--- src/rtl/fifo_arb_pkg.sv ---
// Shared types and helpers for the FIFO write-port arbiter.
package fifo_arb_pkg;

    typedef enum logic {
        ARB_IDLE = 1'b0,
        ARB_LOCK = 1'b1
    } arb_state_e;

    // Explicit compare-and-wrap so non-power-of-two producer counts stay in range.
    function automatic int unsigned rr_next(input int unsigned ptr, input int unsigned num_req);
        return (ptr >= num_req - 1) ? 0 : ptr + 1;
    endfunction

endpackage

--- src/rtl/rr_picker.sv ---
// Combinational round-robin picker: rotate requests by ptr, priority-encode, un-rotate.
module rr_picker #(
    parameter int NUM_REQ = 4,
    parameter int IDW     = $clog2(NUM_REQ)
) (
    input  logic [NUM_REQ-1:0] req,
    input  logic [IDW-1:0]     ptr,
    output logic [NUM_REQ-1:0] gnt,
    output logic [IDW-1:0]     idx,
    output logic               found
);

    logic [2*NUM_REQ-1:0] dbl;
    logic [NUM_REQ-1:0]   rot;
    logic [IDW-1:0]       off;
    logic [IDW:0]         sum;

    always_comb begin
        dbl   = {req, req} >> ptr;
        rot   = dbl[NUM_REQ-1:0];
        off   = '0;
        found = 1'b0;
        for (int i = NUM_REQ - 1; i >= 0; i--) begin
            if (rot[i]) begin
                off   = IDW'(i);
                found = 1'b1;
            end
        end
        sum = {1'b0, ptr} + {1'b0, off};
        if (sum >= (IDW+1)'(NUM_REQ)) begin
            sum = sum - (IDW+1)'(NUM_REQ);
        end
        idx = sum[IDW-1:0];
        gnt = '0;
        if (found) begin
            gnt[idx] = 1'b1;
        end
    end

endmodule

--- src/rtl/fifo_wr_arbiter.sv ---
// Round-robin arbiter sharing one FIFO write port; locks onto a producer for a whole packet.
//   state    | meaning
//   ARB_IDLE | no packet in progress, round-robin pick among valid producers
//   ARB_LOCK | packet from gnt_q in progress, only that producer is served
module fifo_wr_arbiter
    import fifo_arb_pkg::*;
#(
    parameter int NUM_REQ    = 4,
    parameter int DATA_WIDTH = 32,
    parameter int IDW        = $clog2(NUM_REQ)
) (
    input  logic                          clk,
    input  logic                          rst,
    input  logic [NUM_REQ-1:0]            req_valid_i,
    input  logic [NUM_REQ-1:0]            req_last_i,
    input  logic [NUM_REQ*DATA_WIDTH-1:0] req_data_i,
    output logic [NUM_REQ-1:0]            req_ready_o,
    input  logic                          fifo_full_i,
    output logic                          fifo_wr_en_o,
    output logic [DATA_WIDTH-1:0]         fifo_wr_data_o,
    output logic [IDW-1:0]                grant_id_o,
    output logic                          locked_o,
    output logic [31:0]                   pkt_count_o
);

    arb_state_e         state, state_d;
    logic [IDW-1:0]     rr_ptr, rr_ptr_d;
    logic [IDW-1:0]     gnt_q, gnt_d;
    logic [31:0]        pkt_count, pkt_count_d;

    logic [NUM_REQ-1:0] sel_onehot;
    logic [IDW-1:0]     sel_idx;
    logic               sel_found;
    logic [IDW-1:0]     cur_idx;
    logic               beat_last;

    rr_picker #(
        .NUM_REQ (NUM_REQ),
        .IDW     (IDW)
    ) u_picker (
        .req   (req_valid_i),
        .ptr   (rr_ptr),
        .gnt   (sel_onehot),
        .idx   (sel_idx),
        .found (sel_found)
    );

    always_ff @(posedge clk) begin
        if (rst) begin
            state     <= ARB_IDLE;
            rr_ptr    <= '0;
            gnt_q     <= '0;
            pkt_count <= '0;
        end else begin
            state     <= state_d;
            rr_ptr    <= rr_ptr_d;
            gnt_q     <= gnt_d;
            pkt_count <= pkt_count_d;
        end
    end

    always_comb begin
        state_d     = state;
        rr_ptr_d    = rr_ptr;
        gnt_d       = gnt_q;
        pkt_count_d = pkt_count;
        case (state)
            ARB_IDLE: begin
                if (fifo_wr_en_o) begin
                    gnt_d = sel_idx;
                    if (beat_last) begin
                        rr_ptr_d    = IDW'(rr_next(32'(sel_idx), NUM_REQ));
                        pkt_count_d = pkt_count + 32'd1;
                    end else begin
                        state_d = ARB_LOCK;
                    end
                end
            end
            ARB_LOCK: begin
                if (fifo_wr_en_o && beat_last) begin
                    state_d     = ARB_IDLE;
                    rr_ptr_d    = IDW'(rr_next(32'(gnt_q), NUM_REQ));
                    pkt_count_d = pkt_count + 32'd1;
                end
            end
            default: state_d = ARB_IDLE;
        endcase
    end

    // Ready is purely combinational from full so a stall takes effect in the same cycle.
    always_comb begin
        req_ready_o    = '0;
        cur_idx        = (state == ARB_LOCK) ? gnt_q : sel_idx;
        if (!rst) begin
            case (state)
                ARB_IDLE: if (sel_found && !fifo_full_i) req_ready_o = sel_onehot;
                ARB_LOCK: req_ready_o[gnt_q] = ~fifo_full_i;
                default:  req_ready_o = '0;
            endcase
        end
        fifo_wr_en_o   = |(req_valid_i & req_ready_o);
        beat_last      = req_last_i[cur_idx];
        fifo_wr_data_o = fifo_wr_en_o ? req_data_i[cur_idx*DATA_WIDTH +: DATA_WIDTH] : '0;
    end

    assign grant_id_o  = gnt_q;
    assign locked_o    = (state == ARB_LOCK);
    assign pkt_count_o = pkt_count;

endmodule

--- config.mk ---
export PLATFORM = sky130hd
export DESIGN_NAME = fifo_wr_arbiter
export DESIGN_NICKNAME = d
export VERILOG_FILES = /design/src/rtl/fifo_arb_pkg.sv /design/src/rtl/rr_picker.sv /design/src/rtl/fifo_wr_arbiter.sv
export SDC_FILE = /design/constraint.sdc
export NUM_CORES = 1
export LEC_CHECK = 0
export CORE_ASPECT_RATIO = 0.9
export CORE_MARGIN = 2
export CORE_UTILIZATION = 45
export CTS_CLUSTER_SIZE = 40
export DETAILED_ROUTE_END_ITERATION = 6
export DONT_BUFFER_PORTS = 1
export HOLD_SLACK_MARGIN = 0.02
export SYNTH_ARGS = -nofsm -noshare
export SYNTH_HDL_FRONTEND = slang
export SYNTH_HIERARCHICAL = 1
export SYNTH_SLANG_ARGS = --single-unit
--- constraint.sdc ---
create_clock -name clk -period 4.5 [get_ports clk]
set_input_delay 1.125 -clock clk [delete_from_list [all_inputs] [get_ports clk]]
set_output_delay 1.125 -clock clk [all_outputs]
set_load 0.02 [all_outputs]
==> Word-level counts from Yosys, hierarchy flattened <==
Cells that the tools add are included.
{ "totals": {"reg_bits": 37, "out_inout_bits": 72, "wordCells": 69, "inputBits": 139} }
{ "classes": {"reduce_logical": 8, "eq_ne": 3, "magnitude_cmp": 8, "shifts": 2, "n_bitwise": 4, "addsub": 5, "n_mux": 35} }
{ "ops": {"columns": ["operator", "n"], "rows": [
  ["$mux 32", 4],
  ["$shiftx 128x8->32", 1],
  ["$pmux 32 s2", 1],
  ["$add 32x1->32 const B", 1],
  ["$mux 2", 11],
  ["$mux 4", 3],
  ["$mux 1", 10],
  ["$lt 2x3->1 const B", 3],
  ["$and 4x4->4", 2],
  ["$pmux 4 s2", 1],
  ["$shr 8x2->4", 1],
  ["$add 2x1->2 const B", 2],
  ["$demux 1 s2", 2],
  ["$ge 2x1->1 const B", 2],
  ["$ge 2x2->1 const B", 2],
  ["$logic_and 1x1->1", 4],
  ["$ne 2x2->1 const B", 2],
  ["$pmux 2 s2", 1],
  ["$reduce_or 4->1", 1],
  ["$add 2x2->3", 1],
  ["$ge 3x3->1 const B", 1],
  ["$reduce_and 3->1", 1],
  ["$bmux 1 s2", 1],
  ["$ne 2x1->1 const B", 1],
  ["5 further kinds", 6]
]} }

==> Depth between registers and ports, before layout <==
Gate-level depths: netlist (run 1).
{ "logic_depth": {"depth_word": 21, "ltp_mapped": 16, "depth_no_buf": 14} }

==> Modules after synthesis <==
Netlist (run 1), hierarchy kept.
{ "modules_own_cells": {"columns": ["module", "instances", "seq_area_each_um2", "area_each_um2", "cells_per_inst"], "rows": [
  ["fifo_wr_arbiter", 1, 740.7, 3141.8, 332],
  ["rr_picker", 1, 0.0, 261.5, 38]
]} }

==> Worst setup path after synthesis (run 1) <==
OpenSTA, ideal clock, no wires.
{ "synth_timing": {"kind": "input-to-output", "startpoint": "input req_valid_i[0]", "endpoint": "output fifo_wr_data_o[23]", "arrival_time_ps": 3867, "cell_stages": 14, "n_path_buf": 1, "t_required_ps": 3375, "path_slack_ps": -492, "cell_sequence": "inv_1 o21ai_0 a21oi_1 o31a_1 ha_1 nor2b_1 nand2_1 mux2i_1 nand3b_1 a2111oi_1 nor4_2 inv_1 clkbuf_1 and2_1"} }
{ "synth_between": {"elab_chain_len": 19, "elab_cells_between_ends": 28, "classes_between": "2 x add/sub; 3 x order compare; 2 x shift; 17 x mux; 1 x bitwise; 3 x reduce/logical"} }
{ "synth_rtl": {"columns": ["item", "line", "rtl"], "rows": [
  ["start: declaration", "fifo_wr_arbiter.sv:14", "input logic [NUM_REQ-1:0] req_valid_i,"],
  ["$shr 8x2->4 *", "rr_picker.sv:19", "dbl = {req, req} >> ptr;"],
  ["$mux 2 (3 in series)", "rr_picker.sv:24", "if (rot[i]) begin"],
  ["$mux 2 *", "rr_picker.sv:24", null],
  ["$add 2x2->3 *", "rr_picker.sv:29", "sum = {1'b0, ptr} + {1'b0, off};"],
  ["$ge 3x3->1 or $sub 2x1->2 (tied branches)", "rr_picker.sv:30, rr_picker.sv:31", null],
  ["$mux 2 *", "rr_picker.sv:30", "if (sum >= (IDW+1)'(NUM_REQ)) begin"],
  ["net sel_idx[0]", "fifo_wr_arbiter.sv:32", "logic [IDW-1:0] sel_idx;"],
  ["$lt 2x3->1 (not written as such) or $ge 2x1->1 (tied branches)", "rr_picker.sv:36", "gnt[idx] = 1'b1;"],
  ["[... 4 more ...]", null, null],
  ["net sel_onehot[1]", "fifo_wr_arbiter.sv:31", "logic [NUM_REQ-1:0] sel_onehot;"],
  ["$mux 4 *", "fifo_wr_arbiter.sv:96", "ARB_IDLE: if (sel_found && !fifo_full_i) req_ready_o = sel_onehot;"],
  ["$pmux 4 s2 *", "fifo_wr_arbiter.sv:95", "case (state)"],
  ["$mux 4 *", "fifo_wr_arbiter.sv:94", "if (!rst) begin"],
  ["$and 4x4->4 *", "fifo_wr_arbiter.sv:101", "fifo_wr_en_o = |(req_valid_i & req_ready_o);"],
  ["$reduce_or 4->1 *", "fifo_wr_arbiter.sv:101", null],
  ["net fifo_wr_en_o", "fifo_wr_arbiter.sv:19", "output logic fifo_wr_en_o,"],
  ["$mux 32 *", "fifo_wr_arbiter.sv:103", "fifo_wr_data_o = fifo_wr_en_o ? req_data_i[cur_idx*DATA_WIDTH +: DATA_WIDTH] : '0;"],
  ["end: declaration", "fifo_wr_arbiter.sv:20", "output logic [DATA_WIDTH-1:0] fifo_wr_data_o,"]
]} }
The timed path passes the listed nets; every way through them passes the cells marked *.

==> Final worst setup path (run 1) <==
{ "layout_timing": {"startpoint": "input req_valid_i[2]", "endpoint": "output fifo_wr_data_o[25]"} }
{ "layout_between": {"elab_chain_len": 19, "elab_cells_between_ends": 28, "classes_between": "2 x add/sub; 3 x order compare; 2 x shift; 17 x mux; 1 x bitwise; 3 x reduce/logical"} }
{ "layout_rtl": {"columns": ["item", "line", "rtl"], "rows": [
  ["$shr 8x2->4 *", "rr_picker.sv:19", null],
  ["$mux 2 (3 in series)", "rr_picker.sv:24", null],
  ["$mux 2 *", "rr_picker.sv:24", null],
  ["$add 2x2->3 *", "rr_picker.sv:29", null],
  ["$ge 3x3->1 or $sub 2x1->2 (tied branches)", "rr_picker.sv:30, rr_picker.sv:31", null],
  ["$mux 2 *", "rr_picker.sv:30", null],
  ["net sel_idx[0]", "fifo_wr_arbiter.sv:32", null],
  ["$lt 2x3->1 (not written as such) or $ge 2x1->1 (tied branches)", "rr_picker.sv:36", null],
  ["[... 3 more ...]", null, null],
  ["$mux 4 *", "rr_picker.sv:35", "if (found) begin"],
  ["net sel_onehot[3]", "fifo_wr_arbiter.sv:31", null],
  ["$mux 4 *", "fifo_wr_arbiter.sv:96", null],
  ["$pmux 4 s2 *", "fifo_wr_arbiter.sv:95", null],
  ["$mux 4 *", "fifo_wr_arbiter.sv:94", null],
  ["$and 4x4->4 *", "fifo_wr_arbiter.sv:101", null],
  ["$reduce_or 4->1 *", "fifo_wr_arbiter.sv:101", null],
  ["$mux 32 *", "fifo_wr_arbiter.sv:103", null]
]} }
Marked as above.

==> results of run 1 <==
-- layout make-up --
class	instances	area (um2)	share of cell area (%)
Antenna cell	3	7.51	0.186
Multi-Input combinational cell	288	2690	66.6
Inverter	14	60.1	1.49
Sequential cell	37	741	18.3
Tap cell	96	120	2.97
Clock buffer	7	86.3	2.14
Timing Repair Buffer	34	334	8.27
-- per-layer routing --
layer  vias to the layer above  wire length (um)  GRT usage (%)
li1                       1500                 -              -
met1                      1592              4630           34.7
met2                       146              5450           42.3
met3                        16              1260           10.7
met4                         6               136           4.42
met5                         -                36              0
-- synth_stat cells, types with 6 or more instances --
library cell	count
nor2_1	11
o31ai_1	20
ha_1	7
nand3_1	13
mux2i_1	12
mux4_2	32
dfxtp_1	37
o21ai_0	6
a21oi_1	28
nand2_1	22
nand4_1	18
inv_1	14
buf_2	11
nand3b_1	7
and2_1	33
nor4_1	6
or4_1	19
clkbuf_1	16
-- flip-flops by register name, indices dropped and copies added, names as in the netlist, named ones only --
name and flops:
grant_id_o 2, pkt_count_o 32, rr_ptr 2
-- timing repair --
item,CTS,global route
endpoints found under the setup margin,33,33
gates resized for setup,18,9
hold buffers,0,0
pin swaps,1,1
-- where the power goes --
part,switching (mW),total (mW),internal [mW]
clock,0.113,0.234,0.122
sequential,0.0256,0.360,0.335
combinational,0.477,0.985,0.507
total,0.616,1.58,0.964
-- logic make-up after synthesis --
family,after synthesis
DFF,37
adders and majority gates,7
AOI/OAI and AO/OA,80
buffers and inverters,45
xor gates and xnor gates,3
muxes,49
and+or+nand+nor,149
-- worst max-delay path, cell delays in order --
cell and delay [ns]:
nor2b_1 0.10, a21oi_1 0.15, o211ai_1 0.11, o31a_1 0.16, ha_4 0.30, nor2b_4 0.16
nand2_2 0.06, mux2i_1 0.14, nand3b_1 0.16, a2111oi_4 0.39, nor4_4 0.09, inv_2 0.11
buf_12 0.16, and2_4 0.19
-- worst paths after layout --
| path | from | end | slack [ns] | cells past startpoint |
|---|---|---|---|---|
| worst max-delay path | req_valid_i[2] | fifo_wr_data_o[25] | -0.04 | 14 |
| worst min-delay path | pkt_count_o[22] | pkt_count_o[22] | 0.59 | 2 |
| worst max register to register | rr_ptr[1] | pkt_count_o[24] | 0.74 | 14 |
| worst min register to register | pkt_count_o[22] | pkt_count_o[22] | 0.59 | 2 |
-- cells in the final DEF (no fill, tap or decap), drive strengths merged, types with 7 or more instances in the layout --
| cell | Yosys | final |
|---|---|---|
| mux4 | 32 | 32 |
| nor2 | 11 | 11 |
| nand4 | 18 | 18 |
| mux2i | 13 | 13 |
| ha | 7 | 7 |
| a21oi | 28 | 28 |
| o31ai | 20 | 20 |
| dfxtp | 37 | 37 |
| nor4 | 8 | 8 |
| nand3b | 7 | 7 |
| and2 | 33 | 33 |
| or4 | 19 | 19 |
| nand2 | 22 | 22 |
| inv | 14 | 14 |
| buf | 15 | 34 |
| nand3 | 13 | 13 |
| clkbuf | 16 | 7 |
==> results.ini, run 1 <==
[placed_design]
gp_congestion = 0.985
numPortBuffers = 0
dp_worst_setup_slack_ns = -0.177
placed_cells = 469
dp_hpwl_mm = 9.15
placed_cell_area_mm2 = 0.00384

[global_routing]
grt_pass1_wl_mm = 16.7
grt_start_max_net_pins = 60
antenna_found_initial = 6
globalRouteOverflowTotal = 0
grt_pass1_vias = 2960
track_usage_pct = 26.6

[yosys]
syn_avg_cell_area_um2 = 9.20
synth_top_family_by_area = multiplexers
ys_top_cells_by_area = dfxtp_1 22%, mux4_2 21%, and2_1 6.1%
synth_compound_area_share_pct = 16.3
synth_fa_ha_area_share_pct = 2.57
syn_nets = 516
synth.distinct_cells = 45
synthXorXnorAreaFrac_pct = 0.772
synthFlopType = dfxtp_1
yosys.area_share.simple_pct = 26.0
synth_top_area_share_pct = 21.8
synth_edf_count = 0
async_flop_share_pct = 0
muxShareOfSynthArea_pct = 26.7
synth-seq-cells = 37
ys_warn_count = 6
synth.cell_area_mm2 = 0.00340
yosysTopAreaCell = dfxtp_1
synth-seq-area-share_pct = 21.8
postSynthCellCount = 370

[cells_and_area]
utilization_pct = 54.4
syn_to_final_growth_pct = 18.8
drive_gt1_share_pct = 34.2
fin_nets = 526
n_fill_cell = 675
fin_cells = 479
stdcell_area_mm2 = 0.00404

[routing]
wl_per_cell_um = 24.0
routed_wirelength_mm = 11.5
drt_iter0_drc = 288
ant_nets = 0
drc = 0
num_vias = 3260
vias_per_cell = 6.81
drt_pass1_iterations = 4

[sta]
fin_skew_ns = 0.00475
finalCritPeriodShare_pct = 101
relSlewSlack_pct = 34.2
setup-tns-final_ns = -0.669
tightest_slew_ns = 0.979
setup_viol = 21
report.final.slew_viol_count = 0
fin_hold_ws_ns = 0.591
worst_slack_ns = -0.0388
period_minus_slack_ns = 4.54
max_freq_ghz = 0.220
rsz0062_at_grt = true
hold_violations = 0

[clocking]
clock_latency_ns = 0.28
numCtsBuffers = 5
cts_tree = done
clockBufferDepth = 2
htreeDepth = 2
post_cts_buffers = 0
cts.sinks = 37
clkTransAtPathRegs_ns = 0.07
clockRootBuffer = clkbuf_8

[worst_setup_path]
arrival_ns = 3.41
cp_max_fo = 22
crit_path_end_kind = output port
worstPathRequired_ns = 3.38
crit_type = in -> out
startpoint_type = primary input

[power]
power_mw = 1.58
powerDensity_mw_per_mm2 = 391
max-vdd-ir-drop_mv = 0.210
power_leakage_nw = 1.30

[floorplan]
die_h_um = 86.5
die-area_mm2 = 0.00828
io_pins = 211
core_mm2 = 0.00743
rows = 30
initial_utilization_pct = 45.8
die_w_um = 95.7

[run_status]
outcome = finished, violations left
violations = setup timing

[flow_run]
drv_cap = 0

[hold_path]
hold_path.class = reg -> reg

No activity file was read; power rests on OpenSTA's default activity.
==> run 2, diff against run 1 <==
- CORE_ASPECT_RATIO: 0.9 -> 1.2
==> results.ini, run 2 (synthesized netlist as in run 1, its figures left out) <==
[worst_setup_path]
startpoint_type = primary input
cp_max_fo = 17  ; -23%
arrival_ns = 3.45  ; +0.04 ns
worstPathRequired_ns = 3.38  ; about the same
crit_type = in -> out
crit_path_end_kind = output port
reg2reg_depth = 16  ; +2

[sta]
rsz0062_at_grt = true
setup_viol = 32  ; +52%
relSlewSlack_pct = 28.3  ; -5.9 points
setup-tns-final_ns = -1.98  ; -1.31 ns
report.final.slew_viol_count = 0  ; unchanged
fin_skew_ns = 0.00760  ; +0.00286 ns
period_minus_slack_ns = 4.57  ; +0.0350 ns
max_freq_ghz = 0.219  ; -0.77%
tightest_slew_ns = 1.07  ; +0.0870 ns
hold_violations = 0  ; unchanged
worst_slack_ns = -0.0738  ; -0.0350 ns
finalCritPeriodShare_pct = 102  ; +0.78 points

[placed_design]
dp_hpwl_mm = 8.45  ; -7.6%
numPortBuffers = 0  ; unchanged
gp_congestion = 0.796  ; -19%

[clocking]
clockBufferDepth = 2  ; unchanged
cts.sinks = 37  ; unchanged
cts-hold-fix-buffers = 0  ; unchanged
numCtsBuffers = 5  ; unchanged
cts_tree = done
clockRootBuffer = clkbuf_8
clock_latency_ns = 0.29  ; about the same
clkTransAtPathRegs_ns = 0.07  ; about the same
htreeDepth = 2  ; unchanged

[power]
seqPwrFrac_pct = 24.1  ; +1.3 points
power_leakage_nw = 1.27  ; -1.9%
p_int_mw = 0.923  ; -4.2%
p_sw_mw = 0.591  ; -4.0%
power_frac_comb_pct = 60.4  ; -2.0 points
max-vdd-ir-drop_mv = 0.225  ; +6.9%
clkPwrFrac_pct = 15.5  ; +0.7 points
powerDensity_mw_per_mm2 = 379  ; -2.9%
power_mw = 1.51  ; -4.1%
switching_share_pct = 39.0  ; about the same

[cells_and_area]
n_fill_cell = 648  ; -4.0%
drive_gt1_share_pct = 33.3  ; -0.88 points
fin_nets = 521  ; -0.95%
largest_register_ffs = 32  ; unchanged
final_cell_mix = 37 x dfxtp_1, 32 x mux4_2, 32 x and2_4, 27 x a21oi_1, 23 x buf_4
final_common_cell = dfxtp_1
syn_to_final_growth_pct = 17.2

[routing]
wl_per_cell_um = 23.9  ; -0.74%
drt_iter0_drc = 134  ; -53%
routed_wirelength_mm = 11.2  ; -3.0%
drc = 0  ; unchanged
ant_nets = 0  ; unchanged
num_vias = 3224  ; -1.1%
vias_per_cell = 6.89  ; +1.2%
drt_pass1_iterations = 7  ; +3

[run_status]
outcome = finished, violations left
violations = setup timing

[global_routing]
grt_pass1_vias = 2867  ; -3.1%
antenna_found_initial = 3  ; -3
grt_start_max_net_pins = 60  ; unchanged
grt_pass1_wl_mm = 15.9  ; -5.0%
globalRouteOverflowTotal = 0  ; unchanged
track_usage_pct = 24.3  ; -2.3 points

[flow_run]
drv_cap = 0  ; unchanged

[floorplan]
die_w_um = 83.4  ; -13%
rows = 34  ; +13%
initial_utilization_pct = 46.8  ; +0.99 points
die-area_mm2 = 0.00828  ; about the same
die_h_um = 99.3  ; +15%
core_mm2 = 0.00727  ; -2.1%
io_pins = 211  ; unchanged

[hold_path]
hold_depth = 2  ; unchanged
hold_path.class = reg -> reg

-- run 2: changes by cell type in the layout (fill, tap and decap cells not counted), sizes merged --
| cell | previous run | this run |
|---|---|---|
| clkbuf | 7 | 8 |
| buf | 34 | 28 |
-- run 2: what timing repair did --
action | 4_1_cts | 5_1_grt
setup buffers | 0 | 2
resized for setup | 6 | 20
setup endpoints to repair | 33 | 33
gates cloned | 0 | 2
pin swaps | 2 | 3
-- run 2: power groups by stage --
stage | logic (mW) | registers [mW] | clock network, mW
2_1_floorplan | 0.703 | 0.356 | 0
3_3_place_gp | 0.843 | 0.371 | 0
3_5_place_dp | 0.857 | 0.372 | 0
4_1_cts | 0.867 | 0.364 | 0.241
5_1_grt | 0.978 | 0.368 | 0.254
6_report | 0.914 | 0.365 | 0.235
-- run 2: worst paths after layout --
kind                                      start                  to  slack (ns)
worst max-delay path             req_valid_i[0]  fifo_wr_data_o[25]       -0.07
worst min-delay path            pkt_count_o[26]     pkt_count_o[26]        0.59
worst max register to register        rr_ptr[1]     pkt_count_o[25]        0.54
worst min register to register  pkt_count_o[26]     pkt_count_o[26]        0.59
-- run 2: worst max-delay path, cell delays in order --
cell and delay, ns:
inv_1 0.03, o21ai_1 0.12, a21oi_1 0.08, o31a_1 0.31, ha_4 0.30, nor2b_4 0.14
nand2_1 0.07, mux2i_1 0.14, nand3b_1 0.16, a2111oi_4 0.37, nor4_4 0.10, inv_2 0.15
buf_12 0.16, and2_4 0.19
-- run 2: per-layer routing --
metal	vias up	routed length [um]	global-route usage, %
li1	1479	-	-
met1	1557	4260	30.8
met2	173	5530	39.6
met3	13	1270	9.96
met4	2	102	4.54
met5	-	10	0
-- run 2: per-stage QoR --
step	hold WS (ns)	utilization (%)	instances	instance area [um2]	worst slack (ns)
floorplan	0.489	-	370	3550	0.0115
global placement	0.571	51.2	454	3730	-0.101
detailed placement	0.581	51.2	454	3730	-0.143
CTS	0.594	53.2	461	3870	-0.0312
global route	0.616	54.7	465	3980	-0.204
finish	0.590	54.9	468	3990	-0.0738
-- run 2: area by class of cell --
type | count | area [um2] | share of cell area [%]
well taps | 90 | 113 | 2.82
multi-input cells | 288 | 2710 | 67.9
diodes | 3 | 7.51 | 0.188
clock buffers | 7 | 86.3 | 2.16
flip-flops and latches | 37 | 741 | 18.6
inverters | 14 | 52.6 | 1.32
repair buffers | 29 | 280 | 7.02
==> run 3, diff against run 2 <==
- CORE_MARGIN: 2 -> 1
==> results.ini, run 3 (synthesized netlist as in run 1, its figures left out) <==
[run_status]
outcome = finished, violations left
violations = setup timing

[global_routing]
grt_pass1_wl_mm = 16.0  ; +0.78%
grt_pass1_vias = 3009  ; +5.0%
grt_start_max_net_pins = 60  ; unchanged
track_usage_pct = 27.0  ; +2.7 points
antenna_found_initial = 8  ; +5
globalRouteOverflowTotal = 0  ; unchanged

[routing]
routed_wirelength_mm = 11.0  ; -1.4%
drc = 0  ; unchanged
num_vias = 3202  ; -0.68%
drt_iter0_drc = 184  ; +37%
ant_nets = 0  ; unchanged
drt_pass1_iterations = 4  ; -3
vias_per_cell = 6.83  ; -0.89%
wl_per_cell_um = 23.5  ; -1.6%

[sta]
setup_viol = 33  ; +3.1%
relSlewSlack_pct = 33.0  ; +4.7 points
report.final.slew_viol_count = 0  ; unchanged
fin_skew_ns = 0.00750  ; -0.000100 ns
rsz0062_at_grt = true
period_minus_slack_ns = 4.59  ; +0.0117 ns
max_freq_ghz = 0.218  ; -0.26%
hold_violations = 0  ; unchanged
finalCritPeriodShare_pct = 102  ; +0.26 points
tightest_slew_ns = 0.997  ; -0.0687 ns
worst_slack_ns = -0.0855  ; -0.0117 ns
setup-tns-final_ns = -2.16  ; -0.177 ns

[power]
power_leakage_nw = 1.25  ; -2.1%
powerDensity_mw_per_mm2 = 394  ; +3.8%
max-vdd-ir-drop_mv = 0.315  ; +40%

[worst_setup_path]
cp_max_fo = 33  ; +16
crit_chain = inv_1 -> o21ai_1 -> a21oi_1 -> o31a_1 -> ha_4 -> nor2b_4 -> nand2_1 -> mux2i_1 -> nand3b_1 -> a2111oi_4 -> nor4_4 -> inv_2 -> buf_12 -> and2_2
crit_type = in -> out
timing.reg2reg.setup_slack_ns = 0.74  ; +0.20 ns
worstPathRequired_ns = 3.38  ; about the same
arrival_ns = 3.46  ; about the same
slowest_delay_ns = 0.40  ; +0.03 ns
slowest_stage = a2111oi_4
crit_path_end_kind = output port
startpoint_type = primary input

[hold_path]
hold_path.class = reg -> reg

[cells_and_area]
final_common_cell = dfxtp_1
drive_gt1_share_pct = 31.9  ; -1.4 points
largest_register_ffs = 32  ; unchanged
syn_to_final_growth_pct = 15.7
fin_nets = 518  ; -0.58%
final_cell_mix = 37 x dfxtp_1, 32 x mux4_2, 28 x a21oi_1, 23 x buf_4, 22 x nand2_1

[flow_run]
drv_cap = 0  ; unchanged

[clocking]
clockBufferDepth = 2  ; unchanged
cts-hold-fix-buffers = 0  ; unchanged
clock_latency_ns = 0.29  ; about the same
clkTransAtPathRegs_ns = 0.08  ; about the same
clockRootBuffer = clkbuf_8
htreeDepth = 2  ; unchanged
cts.sinks = 37  ; unchanged
cts_tree = done
numCtsBuffers = 5  ; unchanged

[floorplan]
die_h_um = 97.3  ; -2.0%
io_pins = 211  ; unchanged
initial_utilization_pct = 46.8  ; unchanged
die-area_mm2 = 0.00792  ; -4.4%
core_mm2 = 0.00727  ; unchanged
rows = 34  ; unchanged
die_w_um = 81.4  ; -2.4%

[placed_design]
numPortBuffers = 0  ; unchanged
dp_worst_setup_slack_ns = -0.133  ; +0.0107 ns
dp_hpwl_mm = 8.44  ; -0.12%
gp_congestion = 0.933  ; +17%

[run 3: changes by cell type in the layout (fill, tap and decap cells not counted), moves of 2 or more]
cell     delta
diode_2     +3
and2_4     -11
and2_2     +11
buf_6       -2
[run 3: routing by layer]
layer  routed length (um)  track usage [%]  share of wire, %
met3                 1420             12.6                13
met2                 5280             42.4                48
met4                   91             7.01              0.83
met1                 4160             32.8                38
met5                   55                0              0.50
[run 3: timing repair]
item	CTS	global route
pin swaps	0	2
resized for setup	7	0
setup endpoints to repair	33	33
buffers inserted	1	0
[run 3: worst max-delay path, delay by kind of cell]
| family | cells | cell delay (ns) |
|---|---|---|
| compound gates | 4 | 0.91 |
| buf+inv | 3 | 0.29 |
| simple gates | 5 | 0.69 |
| mux | 1 | 0.14 |
| fa+ha+maj | 1 | 0.29 |
[run 3: where the power goes]
part | internal (mW) | leakage, nW | switching [mW] | total (mW)
clock | 0.180 | 0.0575 | 0.129 | 0.309
sequential | 0.334 | 0.298 | 0.0231 | 0.358
combinational | 0.440 | 0.892 | 0.444 | 0.883
total | 0.954 | 1.25 | 0.596 | 1.55
[run 3: layout make-up]
cell class	count	area, um2
Fill cell	661	3340
Multi-Input combinational cell	288	2660
Sequential cell	37	741
Timing Repair Buffer	26	233
Tap cell	90	113
Clock buffer	6	82.6
Inverter	14	52.6
Clock inverter	2	37.5
Antenna cell	6	15.0
[run 3: worst paths after layout]
kind,start,end,depth (start not counted)
worst max-delay path,req_valid_i[0],fifo_wr_data_o[0],14
worst min-delay path,pkt_count_o[18],pkt_count_o[18],2
worst max register to register,rr_ptr[1],pkt_count_o[6],14
worst min register to register,pkt_count_o[18],pkt_count_o[18],2
[run 3: metrics by stage]
| step | std cells | hold WS, ns | cell area (um2) | util [%] | power, mW |
|---|---|---|---|---|---|
| 6_report | 469 | 0.592 | 3940 | 54.1 | 1.55 |
| 3_3_place_gp | 454 | 0.563 | 3730 | 51.2 | 1.22 |
| 2_1_floorplan | 370 | 0.489 | 3550 | - | 1.06 |
| 5_1_grt | 465 | 0.622 | 3930 | 54.0 | 1.64 |
| 3_5_place_dp | 454 | 0.566 | 3730 | 51.2 | 1.23 |
| 4_1_cts | 463 | 0.580 | 3920 | 53.9 | 1.55 |
